`src/rtl/keypad_scan_pkg.sv`:
```
// Shared encodings for the keypad scanner: FSM states, frame results and key-code helpers.
package keypad_scan_pkg;

  localparam int NUM_ROWS = 4;
  localparam int NUM_COLS = 4;

  typedef enum logic [1:0] {
    IDLE     = 2'd0,
    DEBOUNCE = 2'd1,
    PRESSED  = 2'd2,
    RELEASE  = 2'd3
  } kp_state_e;

  typedef enum logic [1:0] {
    FR_NONE  = 2'd0,
    FR_HIT   = 2'd1,
    FR_MULTI = 2'd2
  } frame_res_e;

  // Key codes 0..15 are row*4 + col.
  function automatic logic [3:0] key_code(input logic [1:0] row, input logic [1:0] col);
    return {row, col};
  endfunction

  // Number of active-low (pressed) bits in a column sample.
  function automatic logic [2:0] low_count(input logic [3:0] col_n);
    logic [2:0] n;
    n = '0;
    for (int i = 0; i < NUM_COLS; i++) n = n + {2'b00, ~col_n[i]};
    return n;
  endfunction

endpackage

```
`src/rtl/keypad_scan_tick.sv`:
```
// Free-running divider producing a one-cycle enable every SCAN_DIV+1 clocks.
module scan_tick_gen #(
  parameter logic [24:0] SCAN_DIV = 25'd49_999
) (
  input  logic Clk,
  input  logic Reset,
  output logic tick
);

  logic [24:0] cnt;

  assign tick = (cnt == SCAN_DIV);

  always_ff @(posedge Clk or posedge Reset) begin
    if (Reset)     cnt <= '0;
    else if (tick) cnt <= '0;
    else           cnt <= cnt + 25'd1;
  end

endmodule

```
`src/rtl/keypad_scan.sv`:
```
// 4x4 matrix keypad scanner: row rotation, per-frame press classification and debounce FSM.
module keypad_scan
  import keypad_scan_pkg::*;
#(
  parameter logic [24:0] SCAN_DIV   = 25'd49_999,
  parameter logic [3:0]  DEB_FRAMES = 4'd4
) (
  input  logic       Clk,
  input  logic       Reset,
  input  logic [3:0] Col,
  output logic [3:0] Row,
  output logic [3:0] Key_code,
  output logic       Key_valid,
  output logic       Key_held
);

  logic [3:0] col_meta, col_sync;
  logic       tick;
  logic [1:0] row_idx;
  logic       acc_any, acc_multi;
  logic [3:0] acc_code;
  kp_state_e  state;
  logic [3:0] cnt, cand;

  scan_tick_gen #(.SCAN_DIV(SCAN_DIV)) u_tick (
    .Clk  (Clk),
    .Reset(Reset),
    .tick (tick)
  );

  assign Row = ~(4'b0001 << row_idx);

  // Fold the current row sample into the frame so far; a frame is judged on the row-3 tick.
  logic [3:0] row_low;
  logic [2:0] row_n;
  logic [1:0] col_i;
  logic       frm_any, frm_multi, frame_end;
  logic [3:0] frm_code, cnt_nxt;
  frame_res_e frm_res;

  always_comb begin
    row_low = ~col_sync;
    row_n   = low_count(col_sync);
    col_i   = 2'd0;
    for (int c = NUM_COLS - 1; c >= 0; c--)
      if (row_low[c]) col_i = 2'(c);
    frm_any   = acc_any | (row_n != 3'd0);
    frm_multi = acc_multi | (row_n > 3'd1) | (acc_any & (row_n != 3'd0));
    frm_code  = (row_n != 3'd0) ? key_code(row_idx, col_i) : acc_code;
    frm_res   = frm_multi ? FR_MULTI : (frm_any ? FR_HIT : FR_NONE);
    frame_end = tick && (row_idx == 2'd3);
    cnt_nxt   = cnt + 4'd1;
  end

  always_ff @(posedge Clk or posedge Reset) begin
    if (Reset) begin
      col_meta  <= 4'hF;
      col_sync  <= 4'hF;
      row_idx   <= 2'd0;
      acc_any   <= 1'b0;
      acc_multi <= 1'b0;
      acc_code  <= 4'd0;
    end else begin
      col_meta <= Col;
      col_sync <= col_meta;
      if (tick) begin
        row_idx <= row_idx + 2'd1;
        if (row_idx == 2'd3) begin
          acc_any   <= 1'b0;
          acc_multi <= 1'b0;
          acc_code  <= 4'd0;
        end else begin
          acc_any   <= frm_any;
          acc_multi <= frm_multi;
          acc_code  <= frm_code;
        end
      end
    end
  end

  always_ff @(posedge Clk or posedge Reset) begin
    if (Reset) begin
      state     <= IDLE;
      cnt       <= 4'd0;
      cand      <= 4'd0;
      Key_code  <= 4'd0;
      Key_valid <= 1'b0;
      Key_held  <= 1'b0;
    end else begin
      Key_valid <= 1'b0;
      if (frame_end) begin
        case (state)
          IDLE: if (frm_res == FR_HIT) begin
            state <= DEBOUNCE;
            cand  <= frm_code;
            cnt   <= 4'd1;
          end
          DEBOUNCE: if (frm_res == FR_HIT && frm_code == cand) begin
            if (cnt_nxt == DEB_FRAMES) begin
              state     <= PRESSED;
              cnt       <= 4'd0;
              Key_code  <= cand;
              Key_valid <= 1'b1;
              Key_held  <= 1'b1;
            end else begin
              cnt <= cnt_nxt;
            end
          end else begin
            state <= IDLE;
            cnt   <= 4'd0;
          end
          // Any activity, even a different or second key, keeps the original press held.
          PRESSED: if (frm_res == FR_NONE) begin
            state <= RELEASE;
            cnt   <= 4'd1;
          end
          RELEASE: if (frm_res == FR_NONE) begin
            if (cnt_nxt == DEB_FRAMES) begin
              state    <= IDLE;
              cnt      <= 4'd0;
              Key_held <= 1'b0;
            end else begin
              cnt <= cnt_nxt;
            end
          end else begin
            state <= PRESSED;
            cnt   <= 4'd0;
          end
          default: state <= IDLE;
        endcase
      end
    end
  end

endmodule

```
`config.mk`:
```
export PLATFORM = sky130hd
export DESIGN_NAME = keypad_scan
export DESIGN_NICKNAME = d
export VERILOG_FILES = /design/src/rtl/keypad_scan_pkg.sv /design/src/rtl/keypad_scan_tick.sv /design/src/rtl/keypad_scan.sv
export SDC_FILE = /design/constraint.sdc
export NUM_CORES = 1
export LEC_CHECK = 0
export CAP_MARGIN = 30
export CORE_ASPECT_RATIO = 1.1
export CORE_MARGIN = 8
export CORE_UTILIZATION = 60
export CTS_CLUSTER_DIAMETER = 40
export CTS_CLUSTER_SIZE = 28
export DETAILED_ROUTE_END_ITERATION = 10
export PLACE_DENSITY = 0.9
export SLEW_MARGIN = 20
export SYNTH_ARGS = -nofsm -noshare
export SYNTH_HDL_FRONTEND = slang
export SYNTH_SLANG_ARGS = --single-unit
```
`constraint.sdc`:
```
create_clock -name Clk -period 5 [get_ports Clk]
set_input_delay 1.5 -clock Clk [delete_from_list [all_inputs] [get_ports Clk]]
set_output_delay 1.5 -clock Clk [all_outputs]
set_load 0.005 [all_outputs]
```
==> results of run 1 <==
==> sequential cells by signal (all words and copies together) (netlist names) <==
name and flops:
Key_code 4, Key_held 1, Key_valid 1, acc_any 1, acc_code 4, acc_multi 1
cand 4, cnt 4, col_meta 4, col_sync 4, row_idx 2, state 2
u_tick.cnt 25
==> cells in the final DEF (no fill, tap or decap), types with 2 or more instances in the layout <==
| master | instances |
|---|---|
| o21ai_1 | 3 |
| and2_1 | 3 |
| ha_1 | 10 |
| or3_1 | 5 |
| mux2i_1 | 2 |
| dfrtp_1 | 49 |
| nand4_1 | 3 |
| nand2_1 | 24 |
| a32oi_1 | 2 |
| dfstp_2 | 8 |
| xor2_1 | 14 |
| mux2_4 | 4 |
| nor2b_1 | 6 |
| a21boi_0 | 2 |
| o21ai_0 | 4 |
| clkbuf_8 | 11 |
| nor3_1 | 2 |
| a22o_1 | 3 |
| bufinv_16 | 2 |
| nor2_1 | 21 |
| and3_1 | 10 |
| a21oi_1 | 7 |
| inv_1 | 16 |
| clkinv_2 | 2 |
| clkdlybuf4s50_1 | 15 |
| nand3_1 | 13 |
| nor4b_1 | 2 |
| xnor2_1 | 13 |
| a21o_1 | 2 |
| nor4_1 | 3 |
==> cells in the mapped netlist, drive strengths merged (3+ instances only) <==
cell / count
dfstp: 8
a21oi: 8
a22o: 3
dfrtp: 49
nand4: 3
nor2b: 6
and2: 3
nor3: 3
mux2: 4
nand3: 13
xnor2: 13
clkbuf: 3
o21ai: 8
nor2: 23
ha: 10
nor4: 3
inv: 17
or3: 5
nand2: 25
xor2: 14
and3: 10
==> metal layers <==
metal  track usage [%]  wire (µm)
met5                 0          0
met4              7.32         69
met3              4.31        187
met1              19.8       2360
met2              27.5       2620
==> power by group through the flow <==
stage	sequential, mW	combinational [mW]	clock [mW]
CTS	0.469	0.0534	0.494
floorplan	0.477	0.0404	0
global route	0.469	0.0603	0.517
detailed placement	0.477	0.0523	0
finish	0.469	0.0531	0.488
global placement	0.477	0.0511	0
==> per-stage QoR <==
step | power (mW) | setup slack (ns) | util, % | hold WS, ns
global placement | 0.528 | 1.54 | 65.9 | 0.346
finish | 1.01 | 1.46 | 70.9 | 0.354
floorplan | 0.517 | 1.65 | - | 0.345
detailed placement | 0.530 | 1.47 | 65.9 | 0.348
CTS | 1.02 | 1.45 | 70.9 | 0.358
global route | 1.05 | 1.19 | 70.9 | 0.359
==> area by class of cell <==
class | instances | area share [%]
inverter | 17 | 1.96
clock inverter | 5 | 2.39
tap | 56 | 2.15
multi-input combinational | 183 | 39.8
timing repair buffer | 16 | 4.85
clock buffer | 11 | 4.66
sequential | 57 | 44.2
==> worst register-to-register path, delay by kind of cell (launching register included) <==
| family | cells | cell delay, ns |
|---|---|---|
| fa+ha+maj | 3 | 0.90 |
| flops | 1 | 0.55 |
| simple gates | 3 | 0.70 |
| xor+xnor | 1 | 0.18 |
| compound gates | 2 | 0.68 |
| buf+inv | 2 | 0.12 |
| mux | 1 | 0.31 |
==> cells by family after synthesis <==
kind of cell,count (synthesis),synth area share (%)
buffers and inverters,22,3.24
AOI/OAI and AO/OA,36,9.40
xor gates and xnor gates,27,8.38
and+or+nand+nor,103,20.1
DFF,57,50.9
muxes,6,2.84
adders and majority gates,11,5.14
==> worst max path at each step <==
stage / depth (start not counted) / slack [ns] / start / endpoint
after floorplan: 13 / 1.65 / col_sync[1] / Key_code[0]
after global placement: 12 / 1.54 / col_sync[1] / Key_code[2]
after detailed placement: 12 / 1.47 / col_sync[1] / Key_code[3]
after CTS: 12 / 1.45 / col_sync[1] / Key_code[3]
after global routing: 12 / 1.19 / col_sync[1] / Key_code[3]
final: 12 / 1.46 / col_sync[1] / Key_code[3]
==> results.cfg, run 1 <==
[setup_path]
r2r_slack_ns = 1.46
startpoint_type = register
reg2reg_depth = 12
critPathSlowestCell = dfstp_2
r2r-start = col_sync[1]
cpLargestDelayFamily = adder cells
crit_type = register to register
arrival_ns = 3.76
required_ns = 5.22
cp_num_buf_inv = 2
crit_fanout = 6
cpPeakStageDelay_ns = 0.55
regToRegEndpoint = Key_code[3]
crit_chain = fa_1 > inv_1 > ha_1 > inv_1 > ha_1 > or3_1 > a41oi_1 > xor2_1 > o2111a_1 > nand2_4 > nor2_8 > mux2_4
endpoint_kind = register

[final_layout]
multi_input_area_um2 = 1290
final_cells = 345
areaGrowthSynthToFinish_pct = 15.2
final_area_um2 = 3250
nFillCells = 317
drive_above_1_share_pct = 13.5
n_antenna_cell = 0
seq_area_um2 = 1440
layout.nets = 301

[power_and_ir_drop]
powerDensity_nw_per_um2 = 311
p_int_mw = 0.792
clockPowerShare_pct = 48.3
p_comb_share_pct = 5.3
switching_share_pct = 21.6
p_sw_mw = 0.218
peakVddDrop_mv = 0.232
leakagePower_nw = 1.54
p_seq_share_pct = 46.4

[logic_synthesis]
synth_nets = 279
netlist_area_um2 = 2820
synth.distinct_cells = 54
synth-seq-cells = 57
ys_async_sr_fraction_pct = 100
synth_edf_count = 0
synth_area_leader_cell = dfrtp_1
synthTopCellsByArea = dfrtp_1 43%, dfstp_2 7.4%, ha_1 4.4%, xor2_1 4.3%, xnor2_1 4.0%
yosysWarnings = 0
yosysSeqAreaShare_pct = 50.9
avgSynthCellArea_um2 = 10.8
ys.flop_type = dfrtp_1
synth_top_area_share_pct = 43.4
synthCells = 262

[route]
drt-total-wl_um = 5230
first_pass_iters = 4
viasPerCell = 5.63
drt-initial-drc-count = 130
num_vias = 1943
antenna_left = 0
drc = 0
post_drt_wl_per_cell_um = 15.2

[place]
portBuffers = 15
dpl-instance-area_um2 = 3020
dpl.hpwl_um = 3590
dp.cells = 329
gp_congestion = 0.815

[clocking]
cts_buffers = 9
clkTransAtPathRegs_ns = 0.07
cts_tree = done
clk_path_buf_depth = 2
cts_sinks = 57
cts-root-buf = clkbuf_8
cts_resized = 0
holdBufCountCts = 0
htree_levels = 3
postCtsSetupBuffers = 0
clk_latency_ns = 0.33

[floorplanning]
die-height_um = 87.9
die-area_um2 = 7160
fp.dieW_um = 81.4
core_um2 = 4590
io_pins = 16
initial_core_util_pct = 61.5
rows = 26

[timing]
fin_setup_tns_ns = 0
final_max_slew_viol_count = 0
finalCritPeriodShare_pct = 70.8
finClkSkew_ns = 0.00443
min_period_ns = 3.54
max_slew_margin_pct = 47.5
fmax_mhz = 282
hold_viol = 0
tightest_slew_ns = 0.786
setup_viol = 0
rsz0062_at_grt = false

[flow_run]
drv_cap = 0

[hold_path]
worstHoldEndpoint = col_sync[3]
hold_depth = 0
min-delay-start = col_meta[3]
hold_class = register to register

[global_route]
antenna_found_initial = 0
grt-ovfl-total = 0
grt_max_degree = 41
grt_usage_pct = 16.6
grt_pass1_vias = 2016
grt_pass1_wl_um = 9200

[status]
status = completed
Note: power is estimated with default switching activity, not from simulation.
==> inputs of run 2 (changes only) <==
--- a/config.mk
+++ b/config.mk
@@ -8,11 +8,11 @@
 export CAP_MARGIN = 30
 export CORE_ASPECT_RATIO = 1.1
 export CORE_MARGIN = 8
-export CORE_UTILIZATION = 60
+export CORE_UTILIZATION = 59
 export CTS_CLUSTER_DIAMETER = 40
 export CTS_CLUSTER_SIZE = 28
 export DETAILED_ROUTE_END_ITERATION = 10
-export PLACE_DENSITY = 0.9
+export PLACE_DENSITY = 0.89
 export SLEW_MARGIN = 20
 export SYNTH_ARGS = -nofsm -noshare
 export SYNTH_HDL_FRONTEND = slang
==> constraint.sdc (replaced) <==
create_clock -name Clk -period 3.7 [get_ports Clk]
set_input_delay 1.11 -clock Clk [delete_from_list [all_inputs] [get_ports Clk]]
set_output_delay 1.11 -clock Clk [all_outputs]
set_load 0.005 [all_outputs]
==> results.cfg, run 2 (synthesis results as in run 1) <==
[clocking]
cts_tree = done
clkTransAtPathRegs_ns = 0.07
clk_path_buf_depth = 2
cts-root-buf = clkbuf_8
holdBufCountCts = 0
clk_latency_ns = 0.34
cts_buffers = 9
htree_levels = 3
cts_sinks = 57

[timing]
hold_viol = 0
fmax_mhz = 285
fin_setup_tns_ns = 0
finalCritPeriodShare_pct = 95.0
setup_viol = 0
final_max_slew_viol_count = 0
finClkSkew_ns = 0.00709
tightest_slew_ns = 0.690
hold_ws_ns = 0.354
max_slew_margin_pct = 54.0
min_period_ns = 3.51

[route]
first_pass_iters = 4
drc = 0
drt-initial-drc-count = 106
viasPerCell = 5.68
drt-total-wl_um = 5320
antenna_left = 0
post_drt_wl_per_cell_um = 15.4
num_vias = 1965

[hold_path]
hold_class = register to register

[setup_path]
cpPeakStageDelay_ns = 0.56
crit_type = register to register
endpoint_kind = register
startpoint_type = register
critPathSlowestCell = dfstp_2
arrival_ns = 3.74
crit_chain = fa_1 > inv_1 > ha_1 > inv_1 > ha_1 > or3_1 > o211ai_1 > a21boi_0 > o2111a_1 > a21o_1 > a32oi_1 > nand2_1
crit_fanout = 6
required_ns = 3.93
cp_num_buf_inv = 2
cpLargestDelayFamily = compound AO/OA/AOI/OAI gates

[power_and_ir_drop]
powerDensity_nw_per_um2 = 394
peakVddDrop_mv = 0.304
leakagePower_nw = 1.53
fin_total_pwr_mw = 1.28

[final_layout]
areaGrowthSynthToFinish_pct = 14.6
nFillCells = 327
max_flop_register = u_tick.cnt
seq_area_um2 = 1440
layout_commonest_cell = dfrtp_1
layout.nets = 302
n_antenna_cell = 0
final_cell_mix = 49 x dfrtp_1, 24 x nand2_1, 21 x nor2_1, 16 x inv_1, 15 x clkdlybuf4s50_1
largest_reg_flops = 25
drive_above_1_share_pct = 13.8
multi_input_area_um2 = 1310
final_area_um2 = 3240

[global_route]
grt_pass1_wl_um = 9200
grt_usage_pct = 16.4
grt_max_degree = 58
grt-ovfl-total = 0
antenna_found_initial = 0
grt_pass1_vias = 2038

[floorplanning]
io_pins = 16
die-height_um = 88.5
rows = 26
initial_core_util_pct = 61.1
die-area_um2 = 7260
fp.dieW_um = 82.0
core_um2 = 4620

[place]
gp_congestion = 0.819
dpl.hpwl_um = 3610
dpl-instance-area_um2 = 3030
portBuffers = 15

[status]
status = completed

[flow_run]
drv_cap = 0
## run 2: cell count changes in the layout (fill, tap and decap cells not counted), sizes merged
cell	change
buf	+1
bufinv	-1
clkinvlp	-1
clkbuf	+2
## run 2: final timing paths
check / start / end / slack, ns / cells past startpoint
setup / recovery: col_sync[1] / cnt[2] / 0.19 / 12
hold / removal: col_meta[2] / col_sync[2] / 0.35 / 0
setup reg to reg: col_sync[1] / cnt[2] / 0.19 / 12
hold reg to reg: col_meta[2] / col_sync[2] / 0.35 / 0
max in group asynchronous: Reset / u_tick.cnt[15] / 1.96 / 3
min in group asynchronous: Reset / cnt[1] / 1.27 / 3
## run 2: final cells by class
class                           count  area share, %
Tap cell                           56           2.17
Inverter                           17           1.97
Timing Repair Buffer               17           5.10
Multi-Input combinational cell    183           40.5
Sequential cell                    57           44.4
Clock buffer                       13           4.60
Clock inverter                      3           1.24
## run 2: routing by layer
layer / part of all wire, % / global-route usage (%)
met5: 0 / 0
met4: 2.7 / 10.2
met3: 3.9 / 3.76
met2: 49 / 26.6
met1: 44 / 19.1
## run 2: stage by stage
| stage | std cells | util, % | setup slack, ns |
|---|---|---|---|
| after floorplan | 262 | - | 0.354 |
| after global placement | 330 | 65.6 | 0.305 |
| after detailed placement | 330 | 65.6 | 0.211 |
| after CTS | 346 | 69.7 | 0.180 |
| after global routing | 346 | 70.0 | -0.00743 |
| final | 346 | 70.0 | 0.186 |
## run 2: where the power goes
part / switching, mW / internal [mW] / leakage (nW) / total, mW
combinational: 0.0475 / 0.0272 / 0.676 / 0.0746
sequential: 0.00308 / 0.631 / 0.755 / 0.635
clock: 0.239 / 0.328 / 0.0974 / 0.567
## run 2: timing repair
action                                  4_1_cts  5_1_grt
resized for setup                             0        3
endpoints found under the setup margin        0        1
setup buffers                                 0        0
==> inputs of run 3 (changes only) <==
--- a/config.mk
+++ b/config.mk
@@ -5,14 +5,16 @@
 export SDC_FILE = /design/constraint.sdc
 export NUM_CORES = 1
 export LEC_CHECK = 0
+export ABC_AREA = 1
 export CAP_MARGIN = 30
 export CORE_ASPECT_RATIO = 1.1
 export CORE_MARGIN = 8
-export CORE_UTILIZATION = 59
+export CORE_UTILIZATION = 60
+export CTS_BUF_LIST = sky130_fd_sc_hd__clkbuf_8
 export CTS_CLUSTER_DIAMETER = 40
 export CTS_CLUSTER_SIZE = 28
 export DETAILED_ROUTE_END_ITERATION = 10
-export PLACE_DENSITY = 0.89
+export PLACE_DENSITY = 0.9
 export SLEW_MARGIN = 20
 export SYNTH_ARGS = -nofsm -noshare
 export SYNTH_HDL_FRONTEND = slang
==> results.cfg, run 3 <==
[status]
status = completed

[floorplanning]
initial_core_util_pct = 62.0
core_um2 = 4970
die-area_um2 = 7680
rows = 27
fp.dieW_um = 84.3
die-height_um = 91.1
io_pins = 16

[clocking]
cts_tree = done
cts_resized = 0
postCtsSetupBuffers = 0
clk_path_buf_depth = 2
clk_latency_ns = 0.33
cts-root-buf = clkbuf_8
cts_sinks = 57
htree_levels = 3
cts_buffers = 9
clkTransAtPathRegs_ns = 0.06
holdBufCountCts = 0

[setup_path]
reg2reg_depth = 19
startpoint_type = register
crit_end = state[0]
crit_chain = fa_1 > inv_1 > ha_1 > inv_1 > ha_1 > inv_1 > nand2_4 > nand2_1 > nand2_1 > nand2_1 > nand2_1 > nor2_1 > nand3_2 > nand2_2 > nand2_2 > nand2_1 > nand2_1 > nand2_1 > inv_1
critPathSlowestCell = dfstp_2
cp_num_buf_inv = 4
r2r_slack_ns = 0.78
required_ns = 3.93
cpPeakStageDelay_ns = 0.58
cpLargestDelayFamily = simple AND/OR/NAND/NOR gates
arrival_ns = 3.15
cp_common_cell = nand2_1
endpoint_kind = register
regToRegEndpoint = state[0]
cp-startpoint = col_sync[0]
crit_type = register to register
crit_fanout = 9
r2r-start = col_sync[0]
cp.depth = 19

[route]
wl_met1_um = 2740
top_layer_used = met4
wl_met2_um = 2970
viasPerCell = 5.25
first_pass_iters = 4
num_vias = 2472
antenna_left = 0
met3_wirelength_um = 251
drt-initial-drc-count = 133
drt-total-wl_um = 6070
drc = 0
post_drt_wl_per_cell_um = 12.9

[logic_synthesis]
synth_nets = 397
avgSynthCellArea_um2 = 8.10
ys.flop_type = dfrtp_1
synth_top_area_share_pct = 39.8
netlist_area_um2 = 3080
synth_edf_count = 0
synth.distinct_cells = 36
yosysSeqAreaShare_pct = 46.7
yosysWarnings = 0
synthCells = 380
synth-seq-cells = 57
synthTopCellsByArea = dfrtp_1 40%, nand2_1 10%, inv_1 8.2%, dfstp_2 6.8%, nand3_1 4.6%
synth_area_leader_cell = dfrtp_1
yosysMostFrequentCell = nand2_1
ys_async_sr_fraction_pct = 100
yosys-top-cells-count = 84 x nand2_1, 67 x inv_1, 49 x dfrtp_1, 35 x nor2_1, 28 x nand3_1

[global_route]
antenna_found_initial = 0
grt_pass1_wl_um = 10500
grt_usage_pct = 16.6
grt_pass1_vias = 2402
grt_max_degree = 24
grt-ovfl-total = 0

[final_layout]
areaGrowthSynthToFinish_pct = 14.7
final_cell_mix = 84 x nand2_1, 68 x inv_1, 49 x dfrtp_1, 35 x nor2_1, 28 x nand3_1
drive_above_1_share_pct = 11.6
final_area_um2 = 3530
nFillCells = 395
largest_reg_flops = 25
max_flop_register = u_tick.cnt
layout.nets = 425
n_antenna_cell = 0
layout_commonest_cell = nand2_1

[timing]
fmax_mhz = 343
tightest_slew_ns = 0.426
setup_viol = 0
min_period_ns = 2.92
hold_viol = 0
final_max_slew_viol_count = 0
rsz0062_at_grt = false
finalCritPeriodShare_pct = 78.8
fin_setup_tns_ns = 0
finClkSkew_ns = 0.0107
max_slew_margin_pct = 71.5

[power_and_ir_drop]
p_comb_share_pct = 7.2
leakagePower_nw = 1.82
p_sw_mw = 0.308
p_seq_share_pct = 47.7
peakVddDrop_mv = 0.321
p_int_mw = 1.02
switching_share_pct = 23.1
powerDensity_nw_per_um2 = 377
clockPowerShare_pct = 45.1

[flow_run]
drv_cap = 0

[place]
gp_congestion = 0.915
dpl.hpwl_um = 4540
dpl-instance-area_um2 = 3320
portBuffers = 15

[hold_path]
hold_class = register to register
-- run 3: cell types whose count changed after synthesis, sizes merged, moves of 6 or more --
cell   previous run  this run
and3             10         0
nand2            25        91
nor2             23        41
o21ai             8        22
nand4             3         9
nand3            13        32
xnor2            13         3
nor2b             6         0
inv              17        68
-- run 3: power groups by stage --
stage / logic, mW / registers [mW] / clock network, mW
5_1_grt: 0.110 / 0.635 / 0.640
4_1_cts: 0.0964 / 0.635 / 0.618
3_5_place_dp: 0.0963 / 0.646 / 0
2_1_floorplan: 0.0723 / 0.645 / 0
6_report: 0.0951 / 0.635 / 0.600
3_3_place_gp: 0.0930 / 0.645 / 0
-- run 3: cell families after synthesis --
family	Yosys count	share of synthesized area, %
flops	57	46.7
xor+xnor	12	3.41
buf+inv	70	8.58
simple gates	188	29.1
compound gates	42	7.52
fa+ha+maj	11	4.72
-- run 3: layer usage --
layer	up-vias	global-route usage [%]
met5	-	0
li1	1264	-
met2	52	26.9
met3	9	5.45
met4	0	7.20
met1	1147	19.7
-- run 3: how the worst min path moves through the flow --
stage,from,endpoint,slack (ns),cells past startpoint
after floorplan,col_meta[0],col_sync[0],0.35,0
after global placement,col_meta[2],col_sync[2],0.35,0
after detailed placement,col_meta[2],col_sync[2],0.35,0
after CTS,col_meta[2],col_sync[2],0.36,0
after global routing,col_meta[0],col_sync[0],0.36,0
final,col_meta[1],col_sync[1],0.35,0
-- run 3: layout make-up --
class | instances | area (µm²) | area share [%]
clock buffers | 12 | 165 | 4.68
clock inverters | 4 | 42.5 | 1.21
inverters | 68 | 255 | 7.23
multi-input cells | 253 | 1380 | 39.0
flip-flops and latches | 57 | 1440 | 40.7
well taps | 58 | 72.6 | 2.06
repair buffers | 19 | 180 | 5.10
-- run 3: through the flow --
step / total power [mW] / instances / setup slack [ns] / util, % / hold slack [ns]
finish: 1.33 / 471 / 0.784 / 71.1 / 0.354
global route: 1.38 / 471 / 0.498 / 71.1 / 0.358
CTS: 1.35 / 471 / 0.779 / 71.1 / 0.357
detailed placement: 0.742 / 455 / 0.812 / 66.9 / 0.348
global placement: 0.738 / 455 / 0.913 / 66.9 / 0.346
floorplan: 0.717 / 380 / 1.06 / - / 0.345
